$ cat config.mk
export PLATFORM = sky130hd
export DESIGN_NAME = hello_scroll_ctrl_flat
export DESIGN_NICKNAME = d
export VERILOG_FILES = /design/src/rtl/hello_scroll_ctrl_if.sv /design/src/rtl/hello_scroll_ctrl.sv /design/src/flat_wrapper.sv
export SDC_FILE = /design/constraint.sdc
export NUM_CORES = 1
export LEC_CHECK = 0
export BUFFER_PORTS_ARGS = -buffer_cell sky130_fd_sc_hd__buf_4
export CORE_MARGIN = 5
export CORE_UTILIZATION = 58
export CTS_BUF_LIST = sky130_fd_sc_hd__clkbuf_16
export CTS_CLUSTER_DIAMETER = 40
export DETAILED_ROUTE_END_ITERATION = 16
export PLACE_DENSITY = 0.8
export SYNTH_ARGS = -nofsm -noshare
export SYNTH_HDL_FRONTEND = slang
export SYNTH_SLANG_ARGS = --single-unit
$ cat constraint.sdc
create_clock -name CLOCK_50 -period 3.5 [get_ports CLOCK_50]
set_clock_uncertainty 0.05 [all_clocks]
set_input_delay 0.35 -clock CLOCK_50 [delete_from_list [all_inputs] [get_ports CLOCK_50]]
set_output_delay 0.35 -clock CLOCK_50 [all_outputs]
set_load 0.03 [all_outputs]
$ cat src/rtl/hello_scroll_ctrl_if.sv
// Control/status bundle between the scroll sequencer and its driver.
// The sequencer owns sel, chars, tick and state; the driver owns the rest.
interface hello_scroll_ctrl_if ();
   logic        run;
   logic        dir;
   logic        step;
   logic        load;
   logic [14:0] word;
   logic [2:0]  sel;
   logic [14:0] chars;
   logic        tick;
   logic        state;

   modport master (
      output run,
      output dir,
      output step,
      output load,
      output word,
      input  sel,
      input  chars,
      input  tick,
      input  state
   );

   modport slave (
      input  run,
      input  dir,
      input  step,
      input  load,
      input  word,
      output sel,
      output chars,
      output tick,
      output state
   );
endinterface

$ cat src/rtl/hello_scroll_ctrl.sv
// Holds the five-character word and produces the 0..4 rotation select for the
// HEX4..HEX0 character muxes, advancing on a prescaler tick or a button edge.
module hello_scroll_ctrl #(
   parameter int TICK_DIV = 50000000,
   parameter int CNT_W    = 26
) (
   input  logic               CLOCK_50,
   input  logic               Resetn,
   hello_scroll_ctrl_if.slave bus
);

   typedef enum logic {
      ST_STOP = 1'b0,
      ST_RUN  = 1'b1
   } state_e;

   localparam logic [14:0]      HELLO_WORD = 15'b000_001_011_011_010;
   localparam logic [2:0]       SEL_MAX    = 3'd4;
   localparam logic [CNT_W-1:0] CNT_LAST   = CNT_W'(TICK_DIV - 1);
   localparam logic [CNT_W-1:0] CNT_ONE    = CNT_W'(1);

   state_e           state_q, state_d;
   logic [CNT_W-1:0] cnt_q, cnt_d;
   logic [2:0]       sel_q, sel_d;
   logic [14:0]      chars_q, chars_d;
   logic             tick_q, tick_d;
   logic             step_q, step_d;

   logic             wrap_s;
   logic             step_edge_s;

   // Modulo-5 rotation; an out-of-range select is pulled back to 0.
   function automatic logic [2:0] sel_next(input logic [2:0] cur, input logic down);
      logic [2:0] nxt;
      if (cur > SEL_MAX) begin
         nxt = 3'd0;
      end else if (down) begin
         nxt = (cur == 3'd0) ? SEL_MAX : cur - 3'd1;
      end else begin
         nxt = (cur == SEL_MAX) ? 3'd0 : cur + 3'd1;
      end
      return nxt;
   endfunction

   assign wrap_s      = (state_q == ST_RUN) && (cnt_q >= CNT_LAST);
   assign step_edge_s = bus.step & ~step_q;

   // Next-state logic: load beats an auto advance, which beats a manual step.
   always_comb begin
      state_d = bus.run ? ST_RUN : ST_STOP;
      step_d  = bus.step;
      cnt_d   = '0;
      sel_d   = sel_q;
      chars_d = chars_q;
      tick_d  = 1'b0;

      if (bus.load) begin
         chars_d = bus.word;
         sel_d   = 3'd0;
      end else if (wrap_s) begin
         sel_d  = sel_next(sel_q, bus.dir);
         tick_d = 1'b1;
      end else if ((state_q == ST_STOP) && step_edge_s) begin
         sel_d = sel_next(sel_q, bus.dir);
      end else begin
         sel_d = sel_q;
      end

      if ((state_q == ST_RUN) && !bus.load && !wrap_s) begin
         cnt_d = cnt_q + CNT_ONE;
      end else begin
         cnt_d = '0;
      end
   end

   // State register with synchronous active-low reset; step_q starts high so a
   // button held through reset is not seen as a press.
   always_ff @(posedge CLOCK_50) begin
      if (!Resetn) begin
         state_q <= ST_STOP;
         cnt_q   <= '0;
         sel_q   <= 3'd0;
         chars_q <= HELLO_WORD;
         tick_q  <= 1'b0;
         step_q  <= 1'b1;
      end else begin
         state_q <= state_d;
         cnt_q   <= cnt_d;
         sel_q   <= sel_d;
         chars_q <= chars_d;
         tick_q  <= tick_d;
         step_q  <= step_d;
      end
   end

   assign bus.sel   = sel_q;
   assign bus.chars = chars_q;
   assign bus.tick  = tick_q;
   assign bus.state = state_q;

endmodule

$ cat src/flat_wrapper.sv
// flat-port wrapper written by rule: the top's interface ports become plain ports
module hello_scroll_ctrl_flat 
#(
   parameter int TICK_DIV = 50000000,
   parameter int CNT_W    = 26
)
  (CLOCK_50, Resetn, bus_run, bus_dir, bus_step, bus_load, bus_word, bus_sel, bus_chars, bus_tick, bus_state);
  hello_scroll_ctrl_if bus_i ();
  input  logic CLOCK_50;
  input  logic Resetn;
  input wire logic [$bits(bus_i.run)-1:0] bus_run;
  input wire logic [$bits(bus_i.dir)-1:0] bus_dir;
  input wire logic [$bits(bus_i.step)-1:0] bus_step;
  input wire logic [$bits(bus_i.load)-1:0] bus_load;
  input wire logic [$bits(bus_i.word)-1:0] bus_word;
  output wire logic [$bits(bus_i.sel)-1:0] bus_sel;
  output wire logic [$bits(bus_i.chars)-1:0] bus_chars;
  output wire logic [$bits(bus_i.tick)-1:0] bus_tick;
  output wire logic [$bits(bus_i.state)-1:0] bus_state;
  assign bus_i.run = bus_run;
  assign bus_i.dir = bus_dir;
  assign bus_i.step = bus_step;
  assign bus_i.load = bus_load;
  assign bus_i.word = bus_word;
  assign bus_sel = bus_i.sel;
  assign bus_chars = bus_i.chars;
  assign bus_tick = bus_i.tick;
  assign bus_state = bus_i.state;
  hello_scroll_ctrl #(.TICK_DIV(TICK_DIV), .CNT_W(CNT_W)) u_core (.CLOCK_50(CLOCK_50), .Resetn(Resetn), .bus(bus_i));
endmodule
==> impl_metrics.yaml <==
global_route:
  use_met1_pct: 17.93
  use_met2_pct: 30.15
  grt_pass1_wl_um: 6644
  grt_pass1_vias: 1553
  grt_use_total_pct: 16.48
  global_route.peak_usage_layer: "met2"
  antenna_found_initial: 0
  grt_max_degree: 27
  use_met3_pct: 5.036
  grt_overflow: 0
floorplan:
  die_w_um: 70.45
  initial_utilization_pct: 58.78
  num_rows: 22
  die_h_um: 70.45
  coreArea_um2: 3606
  die_area_um2: 4963
  io_pins: 41
min_path:
  min_path_type: "in2reg"
drt:
  drt_pass1_iterations: 4
  antenna_left: 0
  initialDrtViolationCount: 93
  vias: 1651
  routedWlPerCell_um: 12.50
  wirelength_um: 3936
  route.detailed.drc: 0
  vias_per_cell: 5.241
logic_synthesis:
  yosysUniqueCellTypes: 39
  yosys_warnings: 0
  syn_nets: 253
  yosysSeqAreaShare_pct: 44.39
  syn_area_per_cell_um2: 9.378
  synth_cells: 226
  synth_seq_cells: 47
  netlist_area_um2: 2120
clock_network:
  clk_pin_slew_ns: 0.06
  post_cts.repair.setup_buffers: 0
  clockBufferDepth: 2
  cts_buffers: 5
  cts_hold_buf: 0
  numClockSinks: 47
  htreeDepth: 2
  clockRootBuffer: "clkbuf_16"
  cts_resized: 0
  clk_latency_ns: 0.28
  cts_tree: "done"
setup_path:
  max_stage_delay_ns: 0.68
  path_max_fanout: 26
  worst_setup_path_end_kind: "flop"
  crit_path_start_kind: "flop"
  path_cells: "nand3_2 -> or4_4 -> o2bb2ai_2 -> a211o_1 -> nor3_1"
  crit_required_ns: 3.58
  crit_slowest_cell: "a211o_1"
  arrival_ns: 2.34
  r2r_slack_ns: 1.24
  criticalPathCategory: "reg2reg"
final_layout:
  num_antenna_cells: 0
  nets: 293
  syn2layout_area_growth_pct: 21.19
  drive_gt1_share_pct: 19.85
  final_common_cell: "dfxtp_1"
  final_cell_mix: "dfxtp_1 (47), buf_4 (40), nor2_1 (33), mux2i_1 (19), xnor2_1 (17)"
  fill_cells: 277
power_and_ir_drop:
  powerDensity_nw_per_um2: 420.8
  leakage_nw: 0.9926
  ir_worst_vdd_mv: 0.3819
sta:
  setup_viol: 0
  maxSlewViolCount: 0
  rsz0062_at_grt: "false"
  fin_crit_sh_pct: 64.50
  period_needed_ns: 2.257
  setup_tns_ns: 0
  hold_viol: 0
  timing_worst_slew_pin_value_ns: 0.8379
  hold_slack_ns: 0.2294
  fmax_mhz: 443.0
  slew_headroom_pct: 44.14
placement:
  dpl.hpwl_um: 2812
  routabilityCongestion: 0.8185
  port_buffers: 40
status:
  status: "complete, no violations"
flow_run:
  cap_violations: 0
[kinds of logic (layout without fill, tap and decap cells)]
logic type | count (synthesis) | count (layout) | synth area share [%]
multiplexers | 20 | 20 | 9.504
XOR/XNOR | 23 | 23 | 9.504
AND/OR/NAND/NOR | 102 | 102 | 25.15
adder cells (fa/ha/maj) | 6 | 6 | 3.542
AO/OA/AOI/OAI | 11 | 11 | 3.896
buffers and inverters | 17 | 58 | 4.015
flip-flops | 47 | 47 | 44.39
[area by class of cell]
cell class / count / area [um2] / area share, %
Tap cell: 48 / 60.06 / 2.338
Clock inverter: 3 / 11.26 / 0.4384
Multi-Input combinational cell: 162 / 1094 / 42.57
Inverter: 10 / 37.54 / 1.461
Clock buffer: 5 / 125.1 / 4.871
Sequential cell: 47 / 940.9 / 36.63
Timing Repair Buffer: 40 / 300.3 / 11.69
[sequential cells by signal, indices dropped and copies added (netlist names)]
register,count
u_core.bus.tick,1
u_core.step_q,1
u_core.bus.chars,15
u_core.cnt_q,26
u_core.bus.sel,3
u_core.bus.state,1
[cells in the mapped netlist, drive strengths merged]
| cell type | instances | area share, % |
|---|---|---|
| a211o | 1 | 0.41 |
| a211oi | 1 | 0.59 |
| a21oi | 4 | 0.94 |
| a31oi | 1 | 0.30 |
| and2 | 1 | 0.30 |
| and3 | 2 | 0.59 |
| and4 | 3 | 1.2 |
| buf | 5 | 1.9 |
| clkbuf | 2 | 0.35 |
| dfxtp | 47 | 44 |
| ha | 6 | 3.5 |
| inv | 10 | 1.8 |
| mux2 | 1 | 0.53 |
| mux2i | 19 | 9.0 |
| nand2 | 14 | 2.5 |
| nand2b | 2 | 0.59 |
| nand3 | 12 | 3.1 |
| nand3b | 1 | 0.35 |
| nand4 | 5 | 1.5 |
| nand4b | 1 | 0.41 |
| nor2 | 33 | 5.8 |
| nor2b | 11 | 3.2 |
| nor3 | 6 | 1.4 |
| nor3b | 2 | 0.71 |
| nor4 | 4 | 1.2 |
| nor4b | 1 | 0.71 |
| o21ai | 1 | 0.24 |
| o21bai | 1 | 0.35 |
| o2bb2ai | 1 | 0.71 |
| o31ai | 1 | 0.35 |
| or2 | 1 | 0.30 |
| or3 | 1 | 0.30 |
| or3b | 1 | 0.41 |
| or4 | 1 | 0.53 |
| xnor2 | 17 | 7.0 |
| xor2 | 6 | 2.5 |
[final timing paths]
path               startpoint          endpoint  cells past startpoint
max          u_core.cnt_q[21]  u_core.cnt_q[17]                      5
min                   bus_run  u_core.bus.state                      2
max reg2reg  u_core.cnt_q[21]  u_core.cnt_q[17]                      5
min reg2reg   u_core.cnt_q[0]   u_core.cnt_q[0]                      1
[per-stage QoR]
step                      instances  utilization, %  total power [mW]  setup slack, ns  area (um2)
after floorplan                 226               -            0.6194            1.552        2120
after global placement          307           67.45            0.6577            1.306        2432
after detailed placement        307           67.45            0.6593            1.244        2432
after CTS                       315           71.24             1.095            1.235        2569
after global routing            315           71.24             1.131            1.082        2569
final                           315           71.24             1.081            1.243        2569
[metal layers]
layer  part of all wire [%]  vias up
met5                      0        -
met4                   0.71        0
met3                    3.0        4
met2                     54       24
met1                     42      781
li1                       -      842
[worst max-delay path: cells and delay by family, from the launching register on]
kind | cells | cell delay, ns
simple gates | 3 | 0.78
flops | 1 | 0.39
compound gates | 2 | 0.89
[power by group]
part | leakage, nW | internal [mW] | switching (mW)
clock | 0.0701 | 0.257 | 0.177
sequential | 0.382 | 0.547 | 0.00701
combinational | 0.540 | 0.0437 | 0.0492
No activity file was read; power rests on OpenSTA's default activity.
